### src/rtl/dds_trig_sequencer_if.sv
// Host/downstream bundle for dds_trig_sequencer: config inputs, per-frame pulses and frame-stable fields.
// With TRIG_BURST_EN defined, it also carries cfg_burst and burst_done.
interface dds_trig_sequencer_if #(
    parameter int CNT_W = 32,
    parameter int PW_W  = 8
);
    logic             enable;
    logic             cfg_load;
    logic [CNT_W-1:0] cfg_prt;
    logic [CNT_W-1:0] cfg_t2_dly;
    logic [PW_W-1:0]  cfg_pw;
    logic [CNT_W-1:0] cfg_ct_per;
    logic [1:0]       cfg_tv_mode;
    logic             ad9914_update_2;
    logic             ad9914_trig_1;
    logic             ad9914_trig_2;
    logic [CNT_W-1:0] ct_period;
    logic [1:0]       tv_mode;
    logic             busy;
    logic             cfg_err;
`ifdef TRIG_BURST_EN
    logic [15:0]      cfg_burst;
    logic             burst_done;
`endif

    modport master (
`ifdef TRIG_BURST_EN
        output cfg_burst,
        input  burst_done,
`endif
        output enable, cfg_load, cfg_prt, cfg_t2_dly, cfg_pw, cfg_ct_per, cfg_tv_mode,
        input  ad9914_update_2, ad9914_trig_1, ad9914_trig_2, ct_period, tv_mode, busy, cfg_err
    );

    modport slave (
`ifdef TRIG_BURST_EN
        input  cfg_burst,
        output burst_done,
`endif
        input  enable, cfg_load, cfg_prt, cfg_t2_dly, cfg_pw, cfg_ct_per, cfg_tv_mode,
        output ad9914_update_2, ad9914_trig_1, ad9914_trig_2, ct_period, tv_mode, busy, cfg_err
    );
endinterface

### src/rtl/dds_trig_sequencer.sv
// Frame timing generator for AD9914 update/trigger pulses with double-buffered config; TRIG_BURST_EN adds burst mode.
// Latency: update_2/trig_1 one cycle after enable is seen in IDLE; no backpressure, pulses are free-running.
module dds_trig_sequencer #(
    parameter int CNT_W = 32,
    parameter int PW_W  = 8
) (
    input  logic                clk,
    input  logic                rst,
    dds_trig_sequencer_if.slave bus
);

    typedef enum logic [1:0] {IDLE, FRAME_START, RUN} state_t;

    typedef struct packed {
        logic [CNT_W-1:0] prt;
        logic [CNT_W-1:0] t2_dly;
        logic [PW_W-1:0]  pw;
        logic [CNT_W-1:0] ct_per;
        logic [1:0]       tv_mode;
`ifdef TRIG_BURST_EN
        logic [15:0]      burst;
`endif
    } cfg_t;

    function automatic logic [CNT_W-1:0] clamp_prt(input logic [CNT_W-1:0] p);
        return (p < CNT_W'(2)) ? CNT_W'(2) : p;
    endfunction

    state_t           state_q, state_d;
    logic [CNT_W-1:0] cnt_q, cnt_d;
    cfg_t             pend_q, pend_d;
    cfg_t             act_q, act_d;
    logic             pend_vld_q, pend_vld_d;
    logic             cfg_err_q, cfg_err_d;
    cfg_t             cfg_in, src;
    logic             start, burst_end, may_start, frame_last;
    logic [CNT_W-1:0] prt_use;
    logic [PW_W-1:0]  pw_use;
    logic [CNT_W:0]   cnt_x, pw_x, t2_lo_x, t2_hi_x;
`ifdef TRIG_BURST_EN
    logic [15:0]      frame_cnt_q, frame_cnt_d;
    logic             hold_q, hold_d;
    logic             burst_done_q, burst_done_d;
`endif

    always_comb begin
        cfg_in         = '0;
        cfg_in.prt     = bus.cfg_prt;
        cfg_in.t2_dly  = bus.cfg_t2_dly;
        cfg_in.pw      = bus.cfg_pw;
        cfg_in.ct_per  = bus.cfg_ct_per;
        cfg_in.tv_mode = bus.cfg_tv_mode;
`ifdef TRIG_BURST_EN
        cfg_in.burst   = bus.cfg_burst;
`endif
    end

    // A load arriving in the last cycle of a frame is forwarded straight into the new frame.
    assign src = bus.cfg_load ? cfg_in : pend_q;

    // Clamps are applied at use so an unconfigured start still yields a sane 2-cycle frame.
    assign prt_use    = clamp_prt(act_q.prt);
    assign pw_use     = (act_q.pw == '0) ? PW_W'(1) : act_q.pw;
    assign frame_last = (cnt_q == prt_use - CNT_W'(1));

    always_comb begin
        state_d    = state_q;
        cnt_d      = cnt_q;
        pend_d     = pend_q;
        pend_vld_d = pend_vld_q;
        act_d      = act_q;
        cfg_err_d  = cfg_err_q;
        start      = 1'b0;
`ifdef TRIG_BURST_EN
        frame_cnt_d  = frame_cnt_q;
        hold_d       = hold_q;
        burst_done_d = 1'b0;
        burst_end    = (act_q.burst != 16'd0) && (frame_cnt_q >= act_q.burst);
        may_start    = !hold_q;
`else
        burst_end    = 1'b0;
        may_start    = 1'b1;
`endif

        if (bus.cfg_load) begin
            pend_d     = cfg_in;
            pend_vld_d = 1'b1;
        end

        case (state_q)
            IDLE: begin
`ifdef TRIG_BURST_EN
                if (!bus.enable) hold_d = 1'b0;
`endif
                if (bus.enable && may_start) begin
                    state_d = FRAME_START;
                    start   = 1'b1;
                end
            end
            FRAME_START: begin
                state_d = RUN;
                cnt_d   = cnt_q + CNT_W'(1);
            end
            RUN: begin
                if (frame_last) begin
                    if (bus.enable && !burst_end) begin
                        state_d = FRAME_START;
                        start   = 1'b1;
                    end else begin
                        state_d = IDLE;
                        cnt_d   = '0;
`ifdef TRIG_BURST_EN
                        if (burst_end) begin
                            burst_done_d = 1'b1;
                            hold_d       = 1'b1;
                        end
`endif
                    end
                end else begin
                    cnt_d = cnt_q + CNT_W'(1);
                end
            end
            default: state_d = IDLE;
        endcase

        if (start) begin
            cnt_d = '0;
            if (bus.cfg_load || pend_vld_q) begin
                act_d      = src;
                pend_vld_d = 1'b0;
                if (src.t2_dly >= clamp_prt(src.prt)) cfg_err_d = 1'b1;
            end
`ifdef TRIG_BURST_EN
            if (state_q == IDLE)
                frame_cnt_d = 16'd1;
            else if (frame_cnt_q != 16'hFFFF)
                frame_cnt_d = frame_cnt_q + 16'd1;
`endif
        end
    end

    always_ff @(posedge clk) begin
        if (!rst) begin
            state_q    <= IDLE;
            cnt_q      <= '0;
            pend_q     <= '0;
            act_q      <= '0;
            pend_vld_q <= 1'b0;
            cfg_err_q  <= 1'b0;
        end else begin
            state_q    <= state_d;
            cnt_q      <= cnt_d;
            pend_q     <= pend_d;
            act_q      <= act_d;
            pend_vld_q <= pend_vld_d;
            cfg_err_q  <= cfg_err_d;
        end
    end

`ifdef TRIG_BURST_EN
    always_ff @(posedge clk) begin
        if (!rst) begin
            frame_cnt_q  <= '0;
            hold_q       <= 1'b0;
            burst_done_q <= 1'b0;
        end else begin
            frame_cnt_q  <= frame_cnt_d;
            hold_q       <= hold_d;
            burst_done_q <= burst_done_d;
        end
    end

    assign bus.burst_done = burst_done_q;
`endif

    // One extra bit keeps t2_dly+pw from wrapping near the top of the counter range.
    assign cnt_x   = {1'b0, cnt_q};
    assign pw_x    = {{(CNT_W+1-PW_W){1'b0}}, pw_use};
    assign t2_lo_x = {1'b0, act_q.t2_dly};
    assign t2_hi_x = t2_lo_x + pw_x;

    assign bus.busy            = (state_q != IDLE);
    assign bus.ad9914_update_2 = (state_q == FRAME_START);
    assign bus.ad9914_trig_1   = (state_q != IDLE) && (cnt_x < pw_x);
    assign bus.ad9914_trig_2   = (state_q != IDLE) && (cnt_x >= t2_lo_x) && (cnt_x < t2_hi_x);
    assign bus.ct_period       = act_q.ct_per;
    assign bus.tv_mode         = act_q.tv_mode;
    assign bus.cfg_err         = cfg_err_q;

endmodule

### src/flat_wrapper.sv
// flat-port wrapper written by rule: the top's interface ports become plain ports
module dds_trig_sequencer_flat 
#(
    parameter int CNT_W = 32,
    parameter int PW_W  = 8
)
  (clk, rst, bus_enable, bus_cfg_load, bus_cfg_prt, bus_cfg_t2_dly, bus_cfg_pw, bus_cfg_ct_per, bus_cfg_tv_mode, bus_ad9914_update_2, bus_ad9914_trig_1, bus_ad9914_trig_2, bus_ct_period, bus_tv_mode, bus_busy, bus_cfg_err);
  dds_trig_sequencer_if #(.CNT_W(CNT_W), .PW_W(PW_W)) bus_i ();
  input  logic clk;
  input  logic rst;
  input wire logic [$bits(bus_i.enable)-1:0] bus_enable;
  input wire logic [$bits(bus_i.cfg_load)-1:0] bus_cfg_load;
  input wire logic [$bits(bus_i.cfg_prt)-1:0] bus_cfg_prt;
  input wire logic [$bits(bus_i.cfg_t2_dly)-1:0] bus_cfg_t2_dly;
  input wire logic [$bits(bus_i.cfg_pw)-1:0] bus_cfg_pw;
  input wire logic [$bits(bus_i.cfg_ct_per)-1:0] bus_cfg_ct_per;
  input wire logic [$bits(bus_i.cfg_tv_mode)-1:0] bus_cfg_tv_mode;
  output wire logic [$bits(bus_i.ad9914_update_2)-1:0] bus_ad9914_update_2;
  output wire logic [$bits(bus_i.ad9914_trig_1)-1:0] bus_ad9914_trig_1;
  output wire logic [$bits(bus_i.ad9914_trig_2)-1:0] bus_ad9914_trig_2;
  output wire logic [$bits(bus_i.ct_period)-1:0] bus_ct_period;
  output wire logic [$bits(bus_i.tv_mode)-1:0] bus_tv_mode;
  output wire logic [$bits(bus_i.busy)-1:0] bus_busy;
  output wire logic [$bits(bus_i.cfg_err)-1:0] bus_cfg_err;
  assign bus_i.enable = bus_enable;
  assign bus_i.cfg_load = bus_cfg_load;
  assign bus_i.cfg_prt = bus_cfg_prt;
  assign bus_i.cfg_t2_dly = bus_cfg_t2_dly;
  assign bus_i.cfg_pw = bus_cfg_pw;
  assign bus_i.cfg_ct_per = bus_cfg_ct_per;
  assign bus_i.cfg_tv_mode = bus_cfg_tv_mode;
  assign bus_ad9914_update_2 = bus_i.ad9914_update_2;
  assign bus_ad9914_trig_1 = bus_i.ad9914_trig_1;
  assign bus_ad9914_trig_2 = bus_i.ad9914_trig_2;
  assign bus_ct_period = bus_i.ct_period;
  assign bus_tv_mode = bus_i.tv_mode;
  assign bus_busy = bus_i.busy;
  assign bus_cfg_err = bus_i.cfg_err;
  dds_trig_sequencer #(.CNT_W(CNT_W), .PW_W(PW_W)) u_core (.clk(clk), .rst(rst), .bus(bus_i));
endmodule
### config.mk
export PLATFORM = sky130hd
export DESIGN_NAME = dds_trig_sequencer_flat
export DESIGN_NICKNAME = d
export VERILOG_FILES = /design/src/rtl/dds_trig_sequencer_if.sv /design/src/rtl/dds_trig_sequencer.sv /design/src/flat_wrapper.sv
export SDC_FILE = /design/constraint.sdc
export NUM_CORES = 1
export LEC_CHECK = 0
export CELL_PAD_IN_SITES_DETAIL_PLACEMENT = 0
export CELL_PAD_IN_SITES_GLOBAL_PLACEMENT = 2
export CORE_ASPECT_RATIO = 0.6
export CORE_MARGIN = 4
export CORE_UTILIZATION = 37
export CTS_BUF_LIST = sky130_fd_sc_hd__clkbuf_2 sky130_fd_sc_hd__clkbuf_4 sky130_fd_sc_hd__clkbuf_8
export CTS_CLUSTER_SIZE = 16
export DETAILED_ROUTE_END_ITERATION = 12
export PLACE_DENSITY_LB_ADDON = 0.1
export SYNTH_ARGS = -nofsm -noshare
export SYNTH_HDL_FRONTEND = slang
export SYNTH_SLANG_ARGS = --single-unit
### constraint.sdc
create_clock -name clk -period 7.7 [get_ports clk]
set_clock_uncertainty 0.05 [all_clocks]
set_input_delay 1.54 -clock clk [delete_from_list [all_inputs] [get_ports clk]]
set_output_delay 1.54 -clock clk [all_outputs]
set_load 0.01 [all_outputs]
After elaboration in Yosys (flattened, before gate mapping)
Index checks and enable logic that the tools add are counted.

operators by class
  add/subtract/negate cells = 3
  order comparisons = 6
  equal/unequal tests = 6
  mux-type cells = 17
  bitwise operators = 1
  reductions and logical operators = 13

operator list
  cell                                                                           count
  32-bit two-way mux                                                             4
  106-bit two-way mux                                                            1
  32-bit >= comparator                                                           2
  32-bit by 2-bit less-than comparator with 1-bit output, second input constant  2
  32-bit one-hot mux with 2 select lines                                         1
  32-bit by 8-bit adder with 33-bit output                                       1
  32-bit by 33-bit less-than comparator with 1-bit output                        1
  32-bit by 1-bit adder with 32-bit output, second input constant                1
  32-bit equality test                                                           1
  32-bit by 8-bit less-than comparator with 1-bit output                         1
  32-bit by 1-bit subtractor with 32-bit output, second input constant           1
  8-bit logical NOT                                                              1
  8-bit two-way mux                                                              1
  1-bit two-way mux                                                              6
  2-bit one-hot mux with 3 select lines                                          1
  2-bit AND reduction                                                            3
  2-bit two-way mux                                                              2
  2-bit nonzero test                                                             2
  1-bit logical AND                                                              3
  3-bit != test, second input constant                                           1
  3-bit AND reduction                                                            1
  2-bit by 1-bit equality test with 1-bit output, second input constant          1
  2-bit equality test, second input constant                                     1
  2-bit logical NOT                                                              1
  other kinds (6)                                                                6

word-level totals
  register bits = 248
  output and inout bits = 39
  word-level logic and storage cells = 60

Logic depth before layout (Yosys ltp)
  depth after elaboration = 7
  depth in mapped cells = 23
  mapped depth without buffers = 22

Worst setup path after synthesis
No wires, ideal clock.

  kind = register to output
  from = reg u_core.act_q[38] (netlist name)
  to = out bus_ad9914_trig_2
  arrival = 4.565 ns
  setup slack = 1.545 ns
  stages on the path, launching flop included = 24
  path buffers = 1
  cells stage by stage = dfxtp_1 nor4_1 a41o_1 ha_1 fa_1 a21o_1 a21oi_1 o21bai_1 a21oi_1 o21bai_1 a21oi_1 and3b_1 clkbuf_1 nand3_1 xnor2_1 ha_1 a21o_1 a21o_1 a21oi_1 o2111ai_1 a2111oi_0 o31a_1 o21ai_0 a32oi_1

on the way
  word-level cells in the longest chain between the ends = 5

RTL lines
  element                                                      line                       text
  start: declaration                                           dds_trig_sequencer.sv:32   cfg_t act_q, act_d;
  start signal: assignment                                     dds_trig_sequencer.sv:154  act_q <= act_d;
  8-bit logical NOT                                            dds_trig_sequencer.sv:63   assign pw_use = (act_q.pw == '0) ? PW_W'(1) : act_q.pw;
  8-bit two-way mux (*)                                        dds_trig_sequencer.sv:63
  32-bit by 8-bit adder with 33-bit output (*)                 dds_trig_sequencer.sv:180  assign t2_hi_x = t2_lo_x + pw_x;
  32-bit by 33-bit less-than comparator with 1-bit output (*)  dds_trig_sequencer.sv:185  assign bus.ad9914_trig_2 = (state_q != IDLE) && (cnt_x >= t2_lo_x) && (cnt_x < t2_hi_x);
  1-bit logical AND (*)                                        dds_trig_sequencer.sv:185
  end: declaration                                             flat_wrapper.sv:20         output wire logic [$bits(bus_i.ad9914_trig_2)-1:0] bus_ad9914_trig_2;

Mark *: on every way between the ends. The rest lies on a longest branch, timed or not.

Final worst setup path
  from = reg u_core.act_q[40] (netlist name)
  to = out bus_ad9914_trig_2

Same word-level chain as after synthesis.

==> results.yml <==
critical_path:
  worstSetupPathDepth: 24
  slowest_stage: "fa_1"
  worst-setup-path-type: "reg -> out"
  r2r_slack_ns: 1.85
  rr_startpoint: "u_core.act_q[100]"
  worst_setup_path_start_kind: "flip-flop"
  cp_num_buf_inv: 2
  path_max_fanout: 8
  arrival_ns: 5.60
  startpoint: "u_core.act_q[40]"
  crit_family: "compound AO/OA/AOI/OAI gates"
  worstSetupEndpointType: "primary output"
  slowest_delay_ns: 0.41
  worst_r2r_path_depth: 15
  r2r-end: "u_core.bus.ct_period[12]"
  path_cells: "nor4_1 -> a41o_1 -> ha_1 -> fa_1 -> a21o_1 -> a21oi_2 -> o21bai_1 -> a21oi_1 -> o21bai_1 -> a21oi_1 -> buf_4 -> and3b_2 -> nand3_1 -> xnor2_1 -> ha_1 -> a21o_1 -> a21o_1 -> a21oi_1 -> o2111ai_1 -> a2111oi_1 -> o31a_1 -> o21ai_0 -> a32oi_1 -> dlymetal6s2s_1"
  setup.worst_path.end: "bus_ad9914_trig_2"
  crit_required_ns: 6.11
layout:
  drive_above_1_share_pct: 8.856
  syn_to_final_growth_pct: 17.71
  final_net_count: 1935
  antenna-diode-count: 0
grt:
  overflow: 0
  antenna_found_initial: 0
  grt_pass1_wl_um: 73540
  grt_max_degree: 81
  grt_usage_pct: 22.27
  grt_pass1_vias: 11562
floorplanning:
  core_area_um2: 38190
  dieArea_um2: 42550
  start_util_pct: 37.99
  die_y_um: 161.4
  std_cell_rows: 55
  io_pins: 149
  die_w_um: 263.6
power:
  p_leak_uw: 0.007338
  p_comb_share_pct: 21.5
  p_switching_uw: 1035
  p_clk_share_pct: 36.6
  seqPwrFrac_pct: 41.9
  peakVddDrop_mv: 0.1179
  p_int_uw: 2349
  powerDensity_nw_per_um2: 198.1
  swShare_pct: 30.59
placed_design:
  hpwlAfterDp_um: 37140
  placement.io_buffers: 148
  dp_slack_ns: 0.6166
  place.gp.congestion: 0.8577
logic_synthesis:
  syn_area_per_cell_um2: 9.000
  synth.net_count: 1835
  ys_ff_latch: 248
  syn-cell-area_um2: 14510
  yosys-top-cells-area: "dfxtp_1 34%, ha_1 9.7%, mux2i_1 8.3%"
  synth_flop_cell: "dfxtp_1"
  async_flop_share_pct: 0
  yosysWarnings: 0
  synthCells: 1612
  synth_edf_count: 0
  synth-seq-area-share_pct: 34.22
  synth_cell_types: 78
  netlist.area_leader.share_pct: 34.22
  yosys.area.top_type: "dfxtp_1"
run:
  drv_cap: 0
route:
  viasPerCell: 5.356
  initialDrtViolationCount: 881
  drt_first_pass_iters: 9
  wl_um: 48370
  post_drt_wl_per_cell_um: 21.48
  via_count: 12062
  drcViolationCount: 0
  antenna_left: 0
sta:
  max_slew_margin_pct: 29.56
  tightestPinTransition_ns: 1.052
  setup_viol: 0
  layout_min_cycle_time_ns: 7.188
  setup_tns_ns: 0
  rsz0062_at_grt: "no"
  maxSlewViolCount: 0
  fmax_mhz: 139.1
  fin_crit_sh_pct: 93.35
  fin_ws_ns: 0.5119
  finalHoldViolCount: 0
hold_path:
  worstHoldPathType: "reg -> reg"
cts:
  cts.sinks: 248
  clock_tree.buffer_depth: 3
  htree_levels: 2
  post-cts-setup-buffers: 0
  path_clk_slew_ns: 0.07
  cts_root_buf: "clkbuf_8"
  clk_latency_ns: 0.58
  tritoncts: "built"
  cts_buffers: 41
status:
  status: "completed"
## repair_timing
item,CTS,global route
gates resized for setup,2,2
pin swaps,0,1
setup endpoints to repair,1,1
hold buffers,0,0
cloned,0,0
## worst min-delay path by stage
stage | startpoint | endpoint | slack, ns | cells past startpoint
floorplan | u_core.pend_vld_q | u_core.pend_vld_q | 0.38 | 2
global placement | u_core.act_q[72] | u_core.act_q[72] | 0.40 | 2
detailed placement | u_core.act_q[51] | u_core.act_q[51] | 0.41 | 2
CTS | u_core.act_q[51] | u_core.act_q[51] | 0.42 | 2
global route | u_core.act_q[51] | u_core.act_q[51] | 0.45 | 2
finish | u_core.act_q[51] | u_core.act_q[51] | 0.42 | 2
## metrics by stage
stage	power (uW)	hold slack (ns)	std cells	area, um^2	utilization [%]
2_1_floorplan	1918	0.3795	1612	14510	-
3_3_place_gp	2168	0.4030	2182	16210	42.44
3_5_place_dp	2169	0.4087	2182	16210	42.44
4_1_cts	3426	0.4170	2252	17070	44.69
5_1_grt	3571	0.4510	2252	17080	44.71
6_report	3384	0.4186	2252	17080	44.71
## cell usage in the layout (no fill, tap or decap), types with 5 or more instances in the layout
cell type / n
dfxtp_1: 248
clkdlybuf4s50_1: 145
nor2_1: 137
mux2i_1: 120
ha_1: 112
nand2_1: 95
inv_1: 89
a21oi_1: 76
clkbuf_8: 54
nand3_1: 47
xnor2_1: 46
mux2_1: 44
and2_1: 43
a21o_1: 42
nand4_1: 40
a211oi_1: 37
mux2_2: 32
buf_4: 28
nor4_1: 23
o21ai_0: 23
or4_1: 22
xor2_1: 18
o31ai_1: 18
nor3_1: 17
or3_1: 16
nand2b_1: 15
and3_1: 14
a2111oi_0: 10
clkbuf_4: 10
and4_1: 8
nor2b_1: 7
a31oi_1: 6
nand3b_1: 5
o211ai_1: 5
## kinds of logic after synthesis
logic type | synth area share (%)
buffers and inverters | 6.822
muxes | 14.18
AOI/OAI and AO/OA | 12.16
DFF | 34.22
xor gates and xnor gates | 3.864
and+or+nand+nor | 18.96
adders and majority gates | 9.797
## sequential cells by signal, summed over array words and instances (netlist names)
register,flops
u_core.pend_q,106
u_core.bus.tv_mode,2
u_core.pend_vld_q,1
u_core.state_q,2
u_core.cnt_q,32
u_core.bus.cfg_err,1
u_core.act_q,72
u_core.bus.ct_period,32
## per-layer routing
layer  global-route usage, %  vias up  part of all wire (%)
met5                       0        -                     0
met4                   3.906        0                   1.4
met3                   4.598       46                   7.8
met2                   29.59      315                    37
met1                   36.31     5742                    53
li1                        -     5959                     -
## cells in the mapped netlist (4+ instances only)
library cell and count:
nor2_1 137, o21a_1 4, o211ai_1 5, nand2b_1 15, nand3b_1 5, and4_1 8
mux2_1 44, xor2_1 18, mux2i_1 120, xnor2_1 46, inv_1 89, or2_2 4
nor4_1 23, nor2b_1 7, nand2_1 95, nand3_1 47, a31o_2 4, a311oi_1 4
a21o_1 42, o21bai_1 4, or3_1 16, dfxtp_1 248, clkbuf_1 55, nand4_1 40
buf_2 11, o31ai_1 18, or4_1 22, mux2_2 32, a211oi_1 37, buf_4 40
ha_1 112, and3_1 14, nor3_1 18, a211o_1 4, a2111oi_0 11, buf_1 9
o21ai_0 23, a21oi_1 77, and2_1 44, a31oi_1 6
## final cells by class
class | count | area, um^2
fillers | 3690 | 21120
inverters | 90 | 340.3
flip-flops and latches | 248 | 4965
clock inverters | 6 | 38.79
repair buffers | 176 | 1705
clock buffers | 64 | 818.3
well taps | 513 | 641.9
multi-input cells | 1155 | 8567
## worst register-to-register path, delay by kind of cell, from the launching register on
kind / cells / cell delay (ns)
xor+xnor: 1 / 0.17
mux: 1 / 0.40
fa+ha+maj: 1 / 0.29
compound gates: 3 / 1.03
buf+inv: 1 / 0.39
flops: 1 / 0.39
simple gates: 8 / 2.99
## power by group through the flow
stage	logic [uW]	clock network, uW	registers (uW)
global route	808	1340	1430
CTS	728	1280	1420
finish	728	1240	1420
detailed placement	724	0	1450
floorplan	503	0	1410
global placement	723	0	1440
(Power assumes the default switching activity.)
